[config.mk]
export PLATFORM = sky130hd
export DESIGN_NAME = fetch_unit
export DESIGN_NICKNAME = d
export VERILOG_FILES = /design/src/rtl/fetch_unit.sv
export SDC_FILE = /design/constraint.sdc
export NUM_CORES = 1
export LEC_CHECK = 0
export CAP_MARGIN = 20
export CORE_UTILIZATION = 45
export DETAILED_ROUTE_END_ITERATION = 12
export PLACE_DENSITY = 0.81
export SETUP_SLACK_MARGIN = 0.02
export SLEW_MARGIN = 30
export SYNTH_ARGS = -nofsm -noshare
export SYNTH_HDL_FRONTEND = slang
export SYNTH_SLANG_ARGS = --single-unit
[constraint.sdc]
create_clock -name clk -period 5.2 [get_ports clk]
set_clock_uncertainty 0.1 [all_clocks]
set_input_delay 0.52 -clock clk [delete_from_list [all_inputs] [get_ports clk]]
set_output_delay 0.52 -clock clk [all_outputs]
set_load 0.02 [all_outputs]
[src/rtl/fetch_unit.sv]
// IF-stage sequencer: fetches from instruction memory over req/ack, hands {instr, pc}
// to IF/ID over valid/ready, and applies ID redirects after one delay slot.
module fetch_unit #(
  parameter logic [31:0] RESET_PC = 32'h0000_3000
) (
  input  logic        clk,
  input  logic        reset,
  input  logic        redir_valid,
  input  logic [1:0]  redir_sel,
  input  logic [31:0] beq_target,
  input  logic [31:0] jump_target,
  input  logic [31:0] jr_target,
  output logic        im_req,
  output logic [31:0] im_addr,
  input  logic        im_ack,
  input  logic [31:0] im_rdata,
  output logic        if_valid,
  input  logic        if_ready,
  output logic [31:0] if_instr,
  output logic [31:0] if_pc,
  output logic [31:0] if_pc8,
  output logic        align_err
);

  typedef enum logic {S_FETCH, S_FULL} state_t;

  state_t      state;
  logic [31:0] pc;
  logic [31:0] pendTarget;
  logic        pendValid;
  logic [31:0] selTarget;
  logic [31:0] npc;
  logic        handover;
  logic        takeRedir;

  always_comb begin
    selTarget = jr_target;
    case (redir_sel)
      2'b01:   selTarget = beq_target;
      2'b10:   selTarget = jump_target;
      default: selTarget = jr_target;
    endcase
  end

  // pc already points at the delay slot when a redirect is pended, so the
  // pending target is consumed by the ack of the following fetch.
  assign npc       = pendValid ? pendTarget : pc + 32'd4;
  assign handover  = (state == S_FULL) && if_ready;
  assign takeRedir = handover && redir_valid && (redir_sel != 2'b00);
  assign im_addr   = pc;
  assign if_pc8    = if_pc + 32'd8;

  always_ff @(posedge clk or negedge reset) begin
    if (!reset) begin
      state      <= S_FETCH;
      pc         <= RESET_PC;
      im_req     <= 1'b0;
      if_valid   <= 1'b0;
      if_instr   <= '0;
      if_pc      <= '0;
      pendValid  <= 1'b0;
      pendTarget <= '0;
      align_err  <= 1'b0;
    end else begin
      case (state)
        S_FETCH: begin
          // im_req is a register so reset clears it asynchronously; it rises
          // on the first edge after release.
          if (!im_req) begin
            im_req <= 1'b1;
          end else if (im_ack) begin
            im_req    <= 1'b0;
            if_instr  <= im_rdata;
            if_pc     <= pc;
            if_valid  <= 1'b1;
            pc        <= npc;
            pendValid <= 1'b0;
            state     <= S_FULL;
          end
        end
        S_FULL: begin
          if (handover) begin
            if_valid <= 1'b0;
            im_req   <= 1'b1;
            state    <= S_FETCH;
          end
          if (takeRedir) begin
            pendValid  <= 1'b1;
            pendTarget <= {selTarget[31:2], 2'b00};
            if (selTarget[1:0] != 2'b00) align_err <= 1'b1;
          end
        end
        default: state <= S_FETCH;
      endcase
    end
  end

endmodule

==> results.ini, run 1 <==
[run_status]
status = finished, final reports clean

[timing]
timing.hold.ws_ps = 48.1
finalSetupViolCount = 0
worstMarginPinSlew_ps = 857
finalMaxSlewViolations = 0
fin_setup_tns_ps = 0
period_needed_ps = 3540
slew_headroom_pct = 42.5
grt_setup_unrepaired = false
max_freq_ghz = 0.282
hold_viol_final = 0
fin_crit_sh_pct = 68.2

[die]
io_pins = 266
core-area_mm2 = 0.0145
design.die.area_mm2 = 0.0154
chipWidth_um = 124
rows = 44
die_h_um = 124
start_util_pct = 46.0

[final_layout]
final_cell_mix = nand2_1, clkdlybuf4s50_1, dfrtp_1
fin_cells = 1234
syn_to_final_growth_pct = 48.6
final_common_cell = nand2_1
n_antenna_cell = 0
drive_gt1_share_pct = 4.86
layout.nets = 1178

[power]
peakVddDrop_v = 0.000279
p_leak_nw = 4.25
powerDensity_mw_per_mm2 = 591
finalPower_mw = 5.88

[job]
maxCapViolCount = 0

[placed_design]
io_buffers = 259
place.gp.congestion = 0.806
post-place-cells = 1203
dp_hpwl_mm = 13.4

[logic_synthesis]
synthFlopType = dfrtp_1
synthArstFlopShare_pct = 100
ys_warn_count = 0
syn_inst = 810
synth-seq-area-share_pct = 47.6
syn_area_mm2 = 0.00669
ys_types = 57
avgSynthCellArea_um2 = 8.25
synth_edf_count = 0
yosys_register_bits = 127

[min_path]
hp-class = primary input to asynchronous set/reset pin

[clock_tree]
clock-sinks = 127
clock_latency_ps = 410
htree_levels = 4
root_buffer = clkbuf_16
post_cts_buffers = 0
numCtsBuffers = 17
clockBufferDepth = 2
hold_buffers = 0
cts_resized = 0
cts_tree = yes
clkTransAtPathRegs_ps = 50

[drt]
wl_per_cell_um = 15.0
viasPerCell = 5.26
vias = 6490
wl_mm = 18.5
drcViolationCount = 0
drtIter0Drc = 437
ant_nets = 0
firstDrtPassIters = 5

[setup_path]
critPathArrivalTime_ps = 2920
cp-start-kind = flip-flop
cp-end-kind = output port
worstSetupPathType = flip-flop to output port
worstPathRequired_ps = 4580
crit_fanout = 8

[global_routing]
grt_pass1_vias = 5789
grt_max_degree = 79
track_usage_pct = 24.6
antenna_found_initial = 0
grt_pass1_wl_mm = 29.5
gr-total-overflow = 0

## critical path, stage by stage, from the launching register on
cell,delay [ps]
dfrtp_1,460
nand4_1,150
or4_1,680
nor3_1,320
nand4_1,150
xnor2_1,140
clkdlybuf4s50_1,610
## synth_stat cells, drive strengths merged, types with 2 or more instances
cell,count,share of area [%]
a21oi,23,1.7
a221oi,2,0.26
a22oi,34,3.8
a311o,2,0.30
a311oi,2,0.26
a31o,2,0.26
a31oi,2,0.19
a32oi,2,0.26
and2,2,0.19
and3,10,1.1
and4,7,0.92
buf,16,1.3
clkbuf,45,2.5
dfrtp,125,47
dfstp,2,0.79
ha,5,0.94
inv,11,0.62
mux2i,5,0.75
nand2,268,15
nand2b,3,0.28
nand3,30,2.3
nand3b,3,0.34
nand4,13,1.4
nor2,21,1.2
nor2b,3,0.28
nor3,14,1.0
nor4,12,1.1
nor4b,3,0.39
o21ai,88,6.6
o2bb2ai,3,0.39
o31ai,3,0.34
or4,5,0.62
xnor2,22,2.9
xor2,5,0.65
## stage by stage
stage / utilization [%] / setup slack [ps] / instance area (µm²)
floorplan: - / 2460 / 6710
CTS: 68.3 / 1610 / 9930
global placement: 64.2 / 2100 / 9340
finish: 68.4 / 1660 / 9940
global route: 68.4 / 1430 / 9940
detailed placement: 64.2 / 2060 / 9340
## worst paths after layout
check	start	endpoint	slack [ps]	cells past startpoint
max	if_pc[8]$_DFFE_PN0P_	if_pc8[28]	1660	6
min	reset	pendTarget[3]$_DFFE_PN0P_	50	1
max reg2reg	im_addr[6]$_DFFE_PN0P_	im_addr[25]$_DFFE_PN0P_	2670	5
min reg2reg	if_instr[5]$_DFFE_PN0P_	if_instr[5]$_DFFE_PN0P_	370	2
max in group asynchronous	reset	if_pc[26]$_DFFE_PN0P_	3830	2
min in group clk	if_instr[5]$_DFFE_PN0P_	if_instr[5]$_DFFE_PN0P_	370	2
## final cells by class
class	instances	area [µm²]
clock buffer	26	519
clock inverter	5	77.6
fill	1218	4600
inverter	11	41.3
multi-input combinational	616	3250
sequential	127	3180
tap	184	230
timing repair buffer	265	2640
## report_power, final
part	switching [mW]	internal (mW)
logic	1.45	1.27
clock network	0.401	0.778
registers	0.512	1.46
## sequential cells by signal, summed over array words and instances, names as in the netlist
name and flops:
align_err 1, if_instr 32, if_pc 30, if_valid 1, im_addr 30, im_req 1, pendTarget 30, pendValid 1
state 1
## per-layer routing
metal / track usage, % / vias to the layer above / part of all wire (%)
met5: 0 / - / 0
met4: 6.32 / 0 / 0.85
met3: 3.16 / 14 / 5.4
met2: 38.1 / 244 / 47
met1: 36.5 / 2973 / 46
li1: - / 3259 / -
## kinds of logic (layout without fill, tap and decap cells)
kind of cell | after synthesis | after routing | share of synthesized area, %
compound gates | 175 | 175 | 15.9
xor+xnor | 27 | 27 | 3.54
fa+ha+maj | 5 | 5 | 0.936
buf+inv | 72 | 307 | 4.43
flops | 127 | 127 | 47.6
mux | 5 | 5 | 0.749
other cells | 1 | 6 | 0.0561
simple gates | 398 | 398 | 26.8
No activity file was read; power rests on OpenSTA's default activity.
==> inputs of run 2 (changes only) <==
--- a/config.mk
+++ b/config.mk
@@ -6,9 +6,9 @@
 export NUM_CORES = 1
 export LEC_CHECK = 0
 export CAP_MARGIN = 20
-export CORE_UTILIZATION = 45
+export CORE_UTILIZATION = 40
 export DETAILED_ROUTE_END_ITERATION = 12
-export PLACE_DENSITY = 0.81
+export PLACE_DENSITY = 0.76
 export SETUP_SLACK_MARGIN = 0.02
 export SLEW_MARGIN = 30
 export SYNTH_ARGS = -nofsm -noshare
==> constraint.sdc (replaced) <==
create_clock -name clk -period 2.95 [get_ports clk]
set_clock_uncertainty 0.1 [all_clocks]
set_input_delay 0.295 -clock clk [delete_from_list [all_inputs] [get_ports clk]]
set_output_delay 0.295 -clock clk [all_outputs]
set_load 0.02 [all_outputs]
==> run 2 against run 1 <==
  * Cell count is 4.1% higher
  * Largest power group unchanged
  * Non-clock buffer count is 17 higher
  * First-iteration DRC count is 2.5% lower
  * Register-to-register slack worse by 2100 ps
  * Sequential cell count stayed put
  * Worst hold slack better by 260 ps
==> results.ini, run 2 (synthesis results as in run 1) <==
[run_status]
status = finished, final reports clean

[timing]
hold_viol_final = 0
timing.hold.ws_ps = 307
fin_crit_sh_pct = 95.5
worstMarginPinSlew_ps = 725
max_freq_ghz = 0.355
finalSetupViolCount = 0
slew_headroom_pct = 51.3
finalMaxSlewViolations = 0
period_needed_ps = 2820

[clock_tree]
cts_tree = yes
htree_levels = 4
root_buffer = clkbuf_16
clock-sinks = 127
numCtsBuffers = 17
clkTransAtPathRegs_ps = 60
clock_latency_ps = 410
clockBufferDepth = 2

[setup_path]
worst-path-buf-inv = 1
critPathArrivalTime_ps = 2420
cp-start-kind = flip-flop
cp_cell_sequence = nand4_1, or4_4, nor3_2, nand2_1, xnor2_1, dlygate4sd2_1
cp_slowest_cell = or4_4
worstPathRequired_ps = 2560
worstSetupPathType = flip-flop to output port
cpPeakStageDelay_ps = 620
cp-end-kind = output port
crit_fanout = 5
cp_top_family = simple AND/OR/NAND/NOR gates
worst-r2r-setup-slack_ps = 570

[global_routing]
met2_usage_pct = 35.8
gr-total-overflow = 0
use_met1_pct = 31.0
gr-usage-met3_pct = 4.01
busiest_layer = met2
grt_pass1_vias = 6093
grt_max_degree = 74
track_usage_pct = 22.5
antenna_found_initial = 0
grt_pass1_wl_mm = 31.3

[final_layout]
final_cell_mix = nand2_1, clkdlybuf4s50_1, dfrtp_1
fin_area_mm2 = 0.0101
drive_gt1_share_pct = 6.84
regMostFlops = if_instr
syn_to_final_growth_pct = 50.9
largest_reg_flops = 32
n_antenna_cell = 0
fin_cells = 1284
fillers = 1439
layout.nets = 1195
final_common_cell = nand2_1

[power]
powerDensity_mw_per_mm2 = 1020
peakVddDrop_v = 0.000515
finalPower_mw = 10.3
p_leak_nw = 4.40

[placed_design]
dp_hpwl_mm = 14.1
placed_area_mm2 = 0.00950
io_buffers = 259
post-place-cells = 1250
place.gp.congestion = 0.840

[min_path]
hp-class = primary input to flip-flop

[drt]
wl_per_cell_um = 14.9
firstDrtPassIters = 5
viasPerCell = 5.08
wl_mm = 19.1
drtIter0Drc = 426
vias = 6524
ant_nets = 0
drcViolationCount = 0

[die]
start_util_pct = 41.5
design.die.area_mm2 = 0.0172
die_h_um = 131
rows = 46
io_pins = 266
chipWidth_um = 131
core-area_mm2 = 0.0161

[job]
maxCapViolCount = 0

## run 2: changes by cell type in the layout (fill, tap and decap cells not counted), moves of 3 or more
| cell | delta |
|---|---|
| clkdlybuf4s50_1 | -17 |
| buf_4 | +15 |
| dlygate4sd2_1 | +9 |
| dlymetal6s2s_1 | +4 |
| clkbuf_2 | +3 |
| clkinv_2 | +3 |
## run 2: metal layers
layer / wire [µm] / share of wire [%]
met1: 8900 / 47
met5: 0 / 0
met4: 238 / 1.2
met3: 1020 / 5.3
met2: 8950 / 47
## run 2: power breakdown
| part | internal [mW] | switching [mW] |
|---|---|---|
| clock | 1.26 | 0.707 |
| sequential | 2.58 | 0.911 |
| combinational | 2.24 | 2.58 |
## run 2: timing repair
action                                 in CTS  in global routing
setup endpoints to repair                  16                 10
endpoints found under the hold margin      68                  0
buffers inserted                            0                  1
pin swaps                                   0                  1
resized for setup                          18                 14
hold buffers                                1                  0
## run 2: tightest hold or removal path: cells and delay by family
kind	cells	cell delay, ps
buffers and inverters	1	400
AND/OR/NAND/NOR	2	90
## run 2: final cells by class
type / count / area (µm²) / area share, %
clock buffer: 26 / 509 / 5.05
sequential: 127 / 3180 / 31.5
tap: 216 / 270 / 2.68
multi-input combinational: 616 / 3270 / 32.4
inverter: 11 / 41.3 / 0.409
timing repair buffer: 282 / 2770 / 27.4
clock inverter: 6 / 55.1 / 0.546
## run 2: per-stage QoR
step           utilization [%]  worst slack, ps  setup TNS [ps]
3_5_place_dp              59.0             50.3               0
5_1_grt                   62.6           -0.788          -0.788
3_3_place_gp              59.0              117               0
2_1_floorplan                -              438               0
4_1_cts                   62.6             37.3               0
6_report                  62.6              134               0
## run 2: path summary, 6_finish.rpt
path,start,endpoint,cells after the start
worst min-delay path,im_rdata[23],if_instr[23]$_DFFE_PN0P_,3
worst max-delay path,if_pc[11]$_DFFE_PN0P_,if_pc8[26],6
worst max register to register,im_addr[13]$_DFFE_PN1P_,im_addr[25]$_DFFE_PN0P_,5
worst min register to register,if_instr[11]$_DFFE_PN0P_,if_instr[11]$_DFFE_PN0P_,2
max in group asynchronous,reset,if_pc[6]$_DFFE_PN0P_,3
min in group asynchronous,reset,pendTarget[3]$_DFFE_PN0P_,2
==> inputs of run 3 (changes only) <==
--- a/config.mk
+++ b/config.mk
@@ -6,9 +6,10 @@
 export NUM_CORES = 1
 export LEC_CHECK = 0
 export CAP_MARGIN = 20
-export CORE_UTILIZATION = 40
+export CORE_UTILIZATION = 45
+export CTS_BUF_LIST = sky130_fd_sc_hd__clkbuf_16
 export DETAILED_ROUTE_END_ITERATION = 12
-export PLACE_DENSITY = 0.76
+export PLACE_DENSITY = 0.81
 export SETUP_SLACK_MARGIN = 0.02
 export SLEW_MARGIN = 30
 export SYNTH_ARGS = -nofsm -noshare
==> constraint.sdc (replaced) <==
create_clock -name clk -period 3.6 [get_ports clk]
set_clock_uncertainty 0.1 [all_clocks]
set_input_delay 0.36 -clock clk [delete_from_list [all_inputs] [get_ports clk]]
set_output_delay 0.36 -clock clk [all_outputs]
set_load 0.02 [all_outputs]
==> run 3 against run 2 <==
  * Global-route usage increased by 2.6 points
  * Sequential share of layout area increased by 0.18 points
  * Cell count decreased by 3.3%
  * Utilization increased by 6.4 points
  * Worst hold slack improved by 64 ps
==> results.ini, run 3 (synthesis results as in run 1) <==
[power]
p_leak_nw = 4.29
net-switching-power_mw = 3.48
power_frac_comb_pct = 45.3
finalPower_mw = 8.60
peakVddDrop_v = 0.000367
clkPwrFrac_pct = 20.7
netSwitchingFraction_pct = 40.5
powerDensity_mw_per_mm2 = 857
power_frac_seq_pct = 34.0
intPower_mw = 5.12

[drt]
viasPerCell = 5.33
ant_nets = 0
firstDrtPassIters = 5
drtIter0Drc = 498
vias = 6625
wl_mm = 18.8
wl_per_cell_um = 15.1
drcViolationCount = 0

[timing]
fin_crit_sh_pct = 94.1
slew_headroom_pct = 43.8
max_freq_ghz = 0.295
finalMaxSlewViolations = 0
worstMarginPinSlew_ps = 843
fin_setup_tns_ps = 0
grt_setup_unrepaired = true
period_needed_ps = 3390
finalSetupViolCount = 0
hold_viol_final = 0

[setup_path]
crit_fanout = 8
worstSetupPathType = flip-flop to output port
critPathArrivalTime_ps = 2930
r2r.worst_path.cells = 5
reg2reg_from = im_addr[13]$_DFFE_PN1P_
cp-end-kind = output port
worst-r2r-setup-slack_ps = 1220
r2r-end = im_addr[25]$_DFFE_PN0P_
cp-start-kind = flip-flop
worstPathRequired_ps = 3140

[final_layout]
final_common_cell = nand2_1
syn_to_final_growth_pct = 50.1
n_antenna_cell = 0
regMostFlops = if_instr
layout.nets = 1185
largest_reg_flops = 32
drive_gt1_share_pct = 5.77
final_cell_mix = nand2_1, clkdlybuf4s50_1, dfrtp_1

[min_path]
min-delay-start = pendTarget[23]$_DFFE_PN0P_
hold_depth = 2
hp-class = flip-flop to flip-flop
hold_end = pendTarget[23]$_DFFE_PN0P_

[die]
start_util_pct = 46.0
chipWidth_um = 124
design.die.area_mm2 = 0.0154
die_h_um = 124
core-area_mm2 = 0.0145
rows = 44
io_pins = 266

[global_routing]
grt_max_degree = 92
grt_pass1_vias = 5904
track_usage_pct = 25.0
grt_pass1_wl_mm = 29.9
antenna_found_initial = 0
gr-total-overflow = 0

[clock_tree]
root_buffer = clkbuf_16
post_cts_buffers = 0
htree_levels = 4
numCtsBuffers = 17
clkTransAtPathRegs_ps = 60
clock-sinks = 127
clock_latency_ps = 410
clockBufferDepth = 2
cts_tree = yes

[placed_design]
place.gp.congestion = 0.820
io_buffers = 259
dp_hpwl_mm = 13.7

[job]
maxCapViolCount = 0

[run_status]
status = finished, final reports clean

[run 3: stage by stage]
| stage | cell area (µm²) | setup slack [ps] | instances | util (%) | hold slack (ps) |
|---|---|---|---|---|---|
| 6_report | 10000 | 213 | 1242 | 69.0 | 371 |
| 5_1_grt | 10000 | 19.2 | 1242 | 69.0 | 380 |
| 4_1_cts | 10000 | 50.5 | 1242 | 69.0 | 359 |
| 3_5_place_dp | 9390 | 501 | 1209 | 64.6 | 361 |
| 3_3_place_gp | 9390 | 644 | 1209 | 64.6 | 354 |
| 2_1_floorplan | 6710 | 1020 | 815 | - | -35.6 |
[run 3: area by class of cell]
class	count	area (µm²)
Sequential cell	127	3180
Timing Repair Buffer	272	2710
Multi-Input combinational cell	616	3250
Fill cell	1201	4500
Clock buffer	17	425
Clock inverter	15	195
Tap cell	184	230
Inverter	11	41.3
[run 3: worst max-delay path: stages, from the launching register on]
cell             delay (ps)
dfrtp_1                 470
nand4_1                 160
or4_1                   700
nor3_2                  270
nand4_1                 160
xnor2_1                 150
clkdlybuf4s50_1         610
[run 3: worst max path at each step]
| stage | startpoint | to | depth (start not counted) |
|---|---|---|---|
| finish | if_pc[8]$_DFFE_PN0P_ | if_pc8[28] | 6 |
| global route | if_pc[8]$_DFFE_PN0P_ | if_pc8[28] | 6 |
| CTS | if_pc[8]$_DFFE_PN0P_ | if_pc8[28] | 6 |
| detailed placement | if_pc[8]$_DFFE_PN0P_ | if_pc8[28] | 6 |
| global placement | if_pc[8]$_DFFE_PN0P_ | if_pc8[28] | 6 |
| floorplan | if_pc[8]$_DFFE_PN0P_ | if_pc8[28] | 6 |
[run 3: timing repair]
action	in CTS	in global routing
endpoints found under the setup margin	0	4
resized for setup	0	2
hold buffers	1	0
endpoints found under the hold margin	88	0
[run 3: power by group through the flow]
stage | Combinational, mW | Clock (mW) | Sequential (mW)
floorplan | 1.56 | 0 | 3.28
global placement | 3.85 | 0 | 2.88
detailed placement | 3.91 | 0 | 2.93
CTS | 3.93 | 1.81 | 2.91
global route | 4.25 | 1.88 | 3.04
finish | 3.89 | 1.78 | 2.93
[run 3: per-layer routing]
layer	wire, µm	track usage [%]	vias up
met5	0	0	-
met4	202	7.37	0
met3	1060	3.39	17
met2	8980	39.6	269
met1	8570	35.9	3077
li1	-	-	3262
